File: src/rtl/butterfly_control.sv
// Step-button sequencer for the butterfly datapath: debounces the step button and walks the
// operand-entry / result-display sequence, driving the eight datapath strobes (Moore outputs).
module butterfly_control #(
    parameter int unsigned DEBOUNCE_CYCLES = 500000
) (
    input  logic       clk,
    input  logic       reset,
    input  logic       step_in,
    output logic       load_coeff,
    output logic       load_b,
    output logic       load_mult,
    output logic       multiply,
    output logic       load_output_reg,
    output logic       subtract,
    output logic       mult_out_select,
    output logic       fbr_input,
    output logic [3:0] phase,
    output logic       busy
);

    localparam int unsigned CntW = $clog2(DEBOUNCE_CYCLES + 1);
    localparam logic [CntW-1:0] CntLast = CntW'(DEBOUNCE_CYCLES - 1);

    typedef enum logic [4:0] {
        StWaitRw, StWaitIw, StWaitRb, StWaitIb, StWaitRa, StWaitIa,
        StDispIy, StDispRz, StDispIz,
        StPulseRw, StPulseIw, StPulseRb, StPulseIb,
        StM0, StM1, StM2, StM3,
        StN0, StN1,
        StQ0, StQ1
    } state_e;

    state_e          state_q, state_d;
    logic            sync_meta, sync, stable, stable_prev, step_pulse;
    logic [CntW-1:0] cnt;
    logic [7:0]      strb;

    always_ff @(posedge clk or negedge reset) begin
        if (!reset) begin
            sync_meta   <= 1'b0;
            sync        <= 1'b0;
            stable      <= 1'b0;
            stable_prev <= 1'b0;
            cnt         <= '0;
            step_pulse  <= 1'b0;
        end else begin
            sync_meta   <= step_in;
            sync        <= sync_meta;
            stable_prev <= stable;
            // Only press edges step the sequence; releases are ignored.
            step_pulse  <= stable & ~stable_prev;
            if (sync == stable) begin
                cnt <= '0;
            end else if (cnt == CntLast) begin
                stable <= sync;
                cnt    <= '0;
            end else begin
                cnt <= cnt + 1'b1;
            end
        end
    end

    always_ff @(posedge clk or negedge reset) begin
        if (!reset) begin
            state_q <= StWaitRw;
        end else begin
            state_q <= state_d;
        end
    end

    // Transient states advance unconditionally, so a pulse during a burst is dropped.
    always_comb begin
        state_d = state_q;
        unique case (state_q)
            StWaitRw:  if (step_pulse) state_d = StPulseRw;
            StWaitIw:  if (step_pulse) state_d = StPulseIw;
            StWaitRb:  if (step_pulse) state_d = StPulseRb;
            StWaitIb:  if (step_pulse) state_d = StPulseIb;
            StWaitRa:  if (step_pulse) state_d = StM0;
            StWaitIa:  if (step_pulse) state_d = StN0;
            StDispIy:  if (step_pulse) state_d = StQ0;
            StDispRz:  if (step_pulse) state_d = StQ1;
            StDispIz:  if (step_pulse) state_d = StWaitRw;
            StPulseRw: state_d = StWaitIw;
            StPulseIw: state_d = StWaitRb;
            StPulseRb: state_d = StWaitIb;
            StPulseIb: state_d = StWaitRa;
            StM0:      state_d = StM1;
            StM1:      state_d = StM2;
            StM2:      state_d = StM3;
            StM3:      state_d = StWaitIa;
            StN0:      state_d = StN1;
            StN1:      state_d = StDispIy;
            StQ0:      state_d = StDispRz;
            StQ1:      state_d = StDispIz;
            default:   state_d = StWaitRw;
        endcase
    end

    // strb bits: load_coeff, load_b, load_mult, multiply, load_output_reg, subtract,
    // mult_out_select, fbr_input (MSB first).
    always_comb begin
        strb  = 8'h00;
        phase = 4'd0;
        busy  = 1'b0;
        unique case (state_q)
            StWaitRw:  phase = 4'd0;
            StWaitIw:  phase = 4'd1;
            StWaitRb:  phase = 4'd2;
            StWaitIb:  phase = 4'd3;
            StWaitRa:  phase = 4'd4;
            StWaitIa:  phase = 4'd5;
            StDispIy:  phase = 4'd6;
            StDispRz:  phase = 4'd7;
            StDispIz:  phase = 4'd8;
            StPulseRw: begin phase = 4'd0; busy = 1'b1; strb = 8'h80; end
            StPulseIw: begin phase = 4'd1; busy = 1'b1; strb = 8'h80; end
            StPulseRb: begin phase = 4'd2; busy = 1'b1; strb = 8'h40; end
            StPulseIb: begin phase = 4'd3; busy = 1'b1; strb = 8'h40; end
            StM0:      begin phase = 4'd4; busy = 1'b1; strb = 8'h64; end
            StM1:      begin phase = 4'd4; busy = 1'b1; strb = 8'h70; end
            StM2:      begin phase = 4'd4; busy = 1'b1; strb = 8'h19; end
            StM3:      begin phase = 4'd4; busy = 1'b1; strb = 8'h08; end
            StN0:      begin phase = 4'd5; busy = 1'b1; strb = 8'h0B; end
            StN1:      begin phase = 4'd5; busy = 1'b1; strb = 8'h0A; end
            StQ0:      begin phase = 4'd6; busy = 1'b1; strb = 8'h0C; end
            StQ1:      begin phase = 4'd7; busy = 1'b1; strb = 8'h0E; end
            default:   begin phase = 4'd0; busy = 1'b0; strb = 8'h00; end
        endcase
    end

    assign {load_coeff, load_b, load_mult, multiply, load_output_reg, subtract,
            mult_out_select, fbr_input} = strb;

endmodule

File: config.mk
export PLATFORM = sky130hd
export DESIGN_NAME = butterfly_control
export DESIGN_NICKNAME = d
export VERILOG_FILES = /design/src/rtl/butterfly_control.sv
export SDC_FILE = /design/constraint.sdc
export NUM_CORES = 1
export LEC_CHECK = 0
export CAP_MARGIN = 20
export CORE_ASPECT_RATIO = 0.75
export CORE_MARGIN = 3
export CORE_UTILIZATION = 35
export CTS_BUF_LIST = sky130_fd_sc_hd__clkbuf_8
export DETAILED_ROUTE_END_ITERATION = 10
export SLEW_MARGIN = 20
export SYNTH_ARGS = -nofsm -noshare
export SYNTH_HDL_FRONTEND = slang
export SYNTH_SLANG_ARGS = --single-unit
File: constraint.sdc
create_clock -name clk -period 4.52 [get_ports clk]
set_input_delay 1.356 -clock clk [delete_from_list [all_inputs] [get_ports clk]]
set_output_delay 1.356 -clock clk [all_outputs]
set_load 0.01 [all_outputs]
==> reports/metrics.yaml <==
power:
  ir_worst_vdd_v: 0.000183
  power_leakage_nw: 0.778
  p_int_mw: 0.374
  switchingPower_mw: 0.117
  power.density_nw_per_um2: 243
  pwr-share-clk_pct: 42.8
  finalPower_mw: 0.490
  p_seq_share_pct: 54.2
  p_comb_share_pct: 3.0
  netSwitchingFraction_pct: 23.8
detailed_routing:
  wire_per_inst_um: 13.4
  met1_length_mm: 2.04
  routed_wl_mm: 3.59
  drt_iter0_markers: 132
  wl_met3_um: 149
  routed.top_layer: "met4"
  drtPass1Iterations: 5
  vias: 1430
  route.met2.wl_mm: 1.32
  vias_per_cell: 5.34
  route.detailed.drc: 0
  ant_nets: 0
place:
  gp_congestion: 0.848
  place_ws_ps: 1110
  io_buffers: 15
  place_hpwl_mm: 2.56
  placed_area_um2: 1940
setup_path:
  cp_common_cell: "o21ai_0"
  critPathCaptureType: "output port"
  path_cells: "inv_1, o21ai_0, o21ai_0, or3_1, clkdlybuf4s50_1"
  critPathArrivalTime_ps: 2340
  max_stage_delay_ps: 750
  crit_path_top_delay_cell: "dfrtp_1"
  worstReg2RegEnd: "cnt[8]"
  reg2reg_depth: 4
  r2r-start: "cnt[5]"
  path_max_fanout: 21
  worstSetupPathType: "flop to output port"
  cp.required_ps: 3160
  reg2reg_setup_slack_ps: 2390
  worstSetupStartpointType: "flop"
  path_delay_family: "flip-flops"
  cp.buffers_inverters: 2
floorplanning:
  row_count: 21
  die_h_um: 67.4
  boundaryPins: 16
  die_w_um: 87.9
  coreArea_um2: 4650
  initial_core_util_pct: 37.9
  dieArea_um2: 5930
synth:
  syn_inst: 199
  synth_nets: 203
  synth.top_cells.by_count: "29 x dfrtp_1, 23 x nor2_1, 18 x o21ai_0, 13 x nand2_1, 11 x a21oi_1"
  synthTopCellsByArea: "dfrtp_1 41%, o21ai_0 5.1%, xnor2_1 5.0%, nor2_1 4.9%, a21oi_1 3.1%"
  ys.flop_type: "dfrtp_1"
  ys_async_sr_fraction_pct: 100
  synth_most_common_cell: "dfrtp_1"
  synth-edff-count: 0
  syn_area_um2: 1760
  synth_cell_types: 46
  synth_area_leader_cell: "dfrtp_1"
  synth_top_cell_area_share_pct: 41.2
  ys_ff_latch: 29
  syn_area_per_cell_um2: 8.85
  yosysSeqAreaShare_pct: 41.2
  yosysWarnings: 0
global_route:
  antenna_found_initial: 0
  overflow: 0
  gr-usage-all-layers_pct: 13.9
  grt_pass1_wl_mm: 6.36
  grt_max_degree: 30
  grt_pass1_vias: 1278
clocking:
  cts_repair_resize_count: 0
  cts_made_buffers: 5
  cts_sinks: 29
  clkTransAtPathRegs_ps: 70
  cts_htree_levels: 2
  cts_setup_buffers: 0
  ctsHoldBuffers: 0
  clock_path_buffers: 2
  cts_tree: "done"
  cts-root-buf: "clkbuf_8"
  insertion_delay_ps: 280
sta:
  tightestPinTransition_ps: 986
  fin_tns_setup_ps: 0
  layout_setup_ws_ps: 819
  max_clock_freq_mhz: 270
  rsz0062_at_grt: "false"
  whs_ps: 360
  relSlewSlack_pct: 34.0
  fin_crit_sh_pct: 81.9
  setup_violations: 0
  slew_violations: 0
  finClkSkew_ps: 3.46
  finalHoldViolCount: 0
  period_needed_ps: 3700
cells_and_area:
  design_area_um2: 2020
  diodes: 0
  layout.nets: 214
  syn_to_final_growth_pct: 14.8
  drive_above_1_share_pct: 8.53
status:
  status: "completed"
min_path:
  worstHoldEndpoint: "sync"
  min_from: "sync_meta"
  hold_path.class: "flop to flop"
  whs_path_depth: 0
run:
  cap_viol_max_count: 0
==> cell usage in the layout, fill, tap and decap left out, types with 4 or more instances in the layout <==
master and instances:
dfrtp_1 29, nor2_1 23, o21ai_0 18, clkdlybuf4s50_1 15, nand2_1 13, a21oi_1 11
xnor2_1 10, nand3_1 7, nor2b_1 7, or3_1 6, nand4_1 6, inv_1 5
nor3_1 5, xor2_1 5, clkbuf_8 5, nand2b_1 4, and2_1 4
==> power by group through the flow <==
stage | Sequential (mW) | Combinational (mW) | Clock, mW
after floorplan | 0.270 | 0.00692 | 0
after global placement | 0.270 | 0.0155 | 0
after detailed placement | 0.270 | 0.0158 | 0
after CTS | 0.266 | 0.0158 | 0.218
after global routing | 0.266 | 0.0174 | 0.229
final | 0.266 | 0.0149 | 0.210
==> kinds of logic (layout without fill, tap and decap cells) <==
group	after synthesis	after routing	share of synthesized area, %
AO/OA/AOI/OAI	43	43	15.5
XOR/XNOR	15	15	7.46
adder cells (fa/ha/maj)	1	1	0.710
buffers and inverters	18	30	4.62
flip-flops	29	29	41.2
multiplexers	2	2	1.49
AND/OR/NAND/NOR	91	91	29.0
==> state kept, by name (all words and copies together) (netlist names) <==
signal       cells
step_pulse       1
stable           1
sync_meta        1
state_q          5
stable_prev      1
cnt             19
sync             1
==> how the worst max path moves through the flow <==
stage / startpoint / to / slack [ps] / cells after the start
4_1_cts: state_q[2] / busy / 790 / 5
6_report: state_q[2] / busy / 820 / 5
2_1_floorplan: state_q[1] / busy / 1740 / 5
3_3_place_gp: state_q[2] / busy / 1130 / 5
3_5_place_dp: state_q[2] / busy / 1110 / 5
5_1_grt: state_q[2] / busy / 620 / 5
==> layer usage <==
| metal | vias up | global-route usage, % |
|---|---|---|
| li1 | 725 | - |
| met1 | 664 | 21.9 |
| met2 | 33 | 17.2 |
| met3 | 8 | 2.93 |
| met4 | 0 | 6.51 |
| met5 | - | 0 |
==> layout make-up <==
cell class | count | area [um^2]
clock buffers | 5 | 68.8
clock inverters | 3 | 17.5
fillers | 464 | 2630
inverters | 5 | 18.8
multi-input cells | 152 | 955
flip-flops and latches | 29 | 726
well taps | 57 | 71.3
repair buffers | 17 | 165
==> through the flow <==
| step | util [%] | std cells |
|---|---|---|
| 6_report | 43.5 | 268 |
| 3_3_place_gp | 41.6 | 260 |
| 3_5_place_dp | 41.6 | 260 |
| 5_1_grt | 43.5 | 268 |
| 4_1_cts | 43.5 | 268 |
| 2_1_floorplan | - | 199 |
Note: power is estimated with default switching activity, not from simulation.
==> patch, RTL diff (same settings) <==
Put a register stage on the output `fbr_input`, with the module's reset. The value now appears one clock later. The other outputs are not delayed to match.
--- a/src/rtl/butterfly_control.sv
+++ b/src/rtl/butterfly_control.sv
@@ -29,6 +29,8 @@
         StN0, StN1,
         StQ0, StQ1
     } state_e;
+
+    logic fbr_input_d;
 
     state_e          state_q, state_d;
     logic            sync_meta, sync, stable, stable_prev, step_pulse;
@@ -130,7 +132,15 @@
     end
 
     assign {load_coeff, load_b, load_mult, multiply, load_output_reg, subtract,
-            mult_out_select, fbr_input} = strb;
+            mult_out_select, fbr_input_d} = strb;
+
+    always_ff @(posedge clk or negedge reset) begin
+        if (!reset) begin
+            fbr_input <= '0;
+        end else begin
+            fbr_input <= fbr_input_d;
+        end
+    end
 
 endmodule
 
Check against the original RTL: same outputs for any inputs over 10 cycles, from zero or initial values and one cycle with reset low; that may be too few to reach the edited logic, so the function may still have changed.
==> patch against the unedited design <==
  * Sequential share of layout area up 0.36 points
  * Worst setup slack got worse by 0.0030 ns
  * Design area increased by 2.4%
  * Highest routed layer unchanged
  * Critical path type unchanged
  * Synthesized area grew 0.85%
  * Via count is 0.14% lower
  * Largest power group unchanged
  * Power up 13%
  * First-iteration DRC count is 24% higher
  * Sequential cell count grew 1
  * Non-clock buffer count fell by 1
  * Core utilization rose by 0.80 points
  * Wire length rose by 5.5%
  * Clock power up 25%
==> patch: results (changes against the unedited design) <==
[cells_and_area]
design_area_sq_um=2070  ; +2.4%
layout-drive-gt1-share=0.0596  ; -0.0257
reg.largest.list=cnt x19, state_q x5
filler_cell_count=486  ; +4.7%
nets=221  ; +3.3%

[logic_synthesis]
synthFlopType=dfrtp_1
synth_top_cells_by_area=dfrtp_1 (42%), xnor2_1 (7.4%), nor2_1 (6.5%)
number_of_nets_in_the_synthesized_netlist=208  ; +2.5%
ranking_of_synthesized_cells_by_instance_count=nor2_1 (31), dfrtp_1 (30), nand2_1 (15), xnor2_1 (15), nand3_1 (10)
synth-seq-area-share=0.423  ; +0.0106

[grt]
number_of_global_route_vias_before_repair=1332  ; +4.2%
grt_max_degree=31  ; +3.3%
grtUsageTotal=0.147  ; +0.00855
groute.layer.met2.usage=0.188  ; +0.0155
global_route.usage.met1=0.231  ; +0.0116
grt_first_pass_wirelength_um=6670  ; +4.8%
gr_layer_usage_met3=0.0402  ; +0.0110

[setup_path]
reg2regPathDepth=5  ; +1
critical_path.max_stage_delay_ns=0.81  ; +0.06 ns
reg2reg_slack_ns=2.48  ; +0.09 ns
r2r_end=cnt[14]$_DFF_PN0_
critPathMaxFanout=25  ; +19%
path_delay_family=flip-flops
reg2reg_from=cnt[0]$_DFF_PN0_

[routing]
drt_first_iter_violations=164  ; +24%
wl_met1_um=2170  ; +6.2%
route.detailed.vias_per_inst=5.19  ; -2.7%
detailedRoute.firstPassIterationCount=4  ; -1
post_drt_wl_per_cell_um=13.8  ; +2.8%
met3_wire_len_um=112  ; -25%
wl_met2_um=1480  ; +12%

[timing]
worst_clock_skew_ns=0.00983  ; +0.00636 ns
finalHoldWorstSlack_ns=0.353  ; -0.00703 ns
worst_rel_slew_slack=0.495  ; +0.155

[clocking]
cts.path.max_buffers=2  ; unchanged
clock_tree_from_tritoncts=built

[place]
place.gp.congestion=0.819  ; -3.4%
place_hpwl_um=2620  ; +2.3%
placement.setup.worst_slack_ns=1.12  ; +0.00873 ns
dpl_cell_area_sq_um=1960  ; +1.4%

[power_and_ir_drop]
leakagePower_uw=0.000817  ; +5.0%
vdd_ir_drop_max_mv=0.151  ; -17%

[status]
status=finished, final reports clean

patch: cell types whose count changed after synthesis, sizes merged, moves of 3 or more:
| cell | delta |
|---|---|
| a21oi | -3 |
| nand3 | +3 |
| nor2 | +8 |
| nor2b | -3 |
| nor3 | +3 |
| o21ai | -7 |
| xnor2 | +5 |
patch: kinds of logic after synthesis:
group,after synthesis,share of synthesized area
AOI/OAI and AO/OA,36,0.130
xor gates and xnor gates,19,0.0937
adders and majority gates,2,0.0127
buffers and inverters,15,0.0352
DFF,30,0.423
muxes,2,0.0120
and+or+nand+nor,100,0.294
patch: cell type report:
| cell class | instances | area share |
|---|---|---|
| sequential | 30 | 0.363 |
| multi-input combinational | 159 | 0.465 |
| inverter | 5 | 0.00906 |
| timing repair buffer | 16 | 0.0761 |
| clock inverter | 3 | 0.0193 |
| tap | 57 | 0.0344 |
| clock buffer | 5 | 0.0332 |
patch: report_power, final:
group	internal, uW	total (uW)	switching [uW]
Clock	162	262	99.7
Sequential	272	276	4.35
Combinational	4.64	14.9	10.3
Total	438	553	114
patch: worst max-delay path by stage:
stage / startpoint / slack (ns) / endpoint
after floorplan: state_q[0]$_DFFE_PN0P_ / 1.85 / phase[0]
after global placement: state_q[2]$_DFFE_PN0P_ / 1.17 / phase[1]
after detailed placement: state_q[2]$_DFFE_PN0P_ / 1.12 / phase[0]
after CTS: state_q[2]$_DFFE_PN0P_ / 0.82 / phase[0]
after global routing: state_q[2]$_DFFE_PN0P_ / 0.67 / phase[0]
final: state_q[2]$_DFFE_PN0P_ / 0.82 / phase[0]
patch: per-stage QoR:
stage	std cells	power, uW
final	275	553
after global routing	275	577
after CTS	275	562
after detailed placement	267	296
after global placement	267	296
after floorplan	204	286
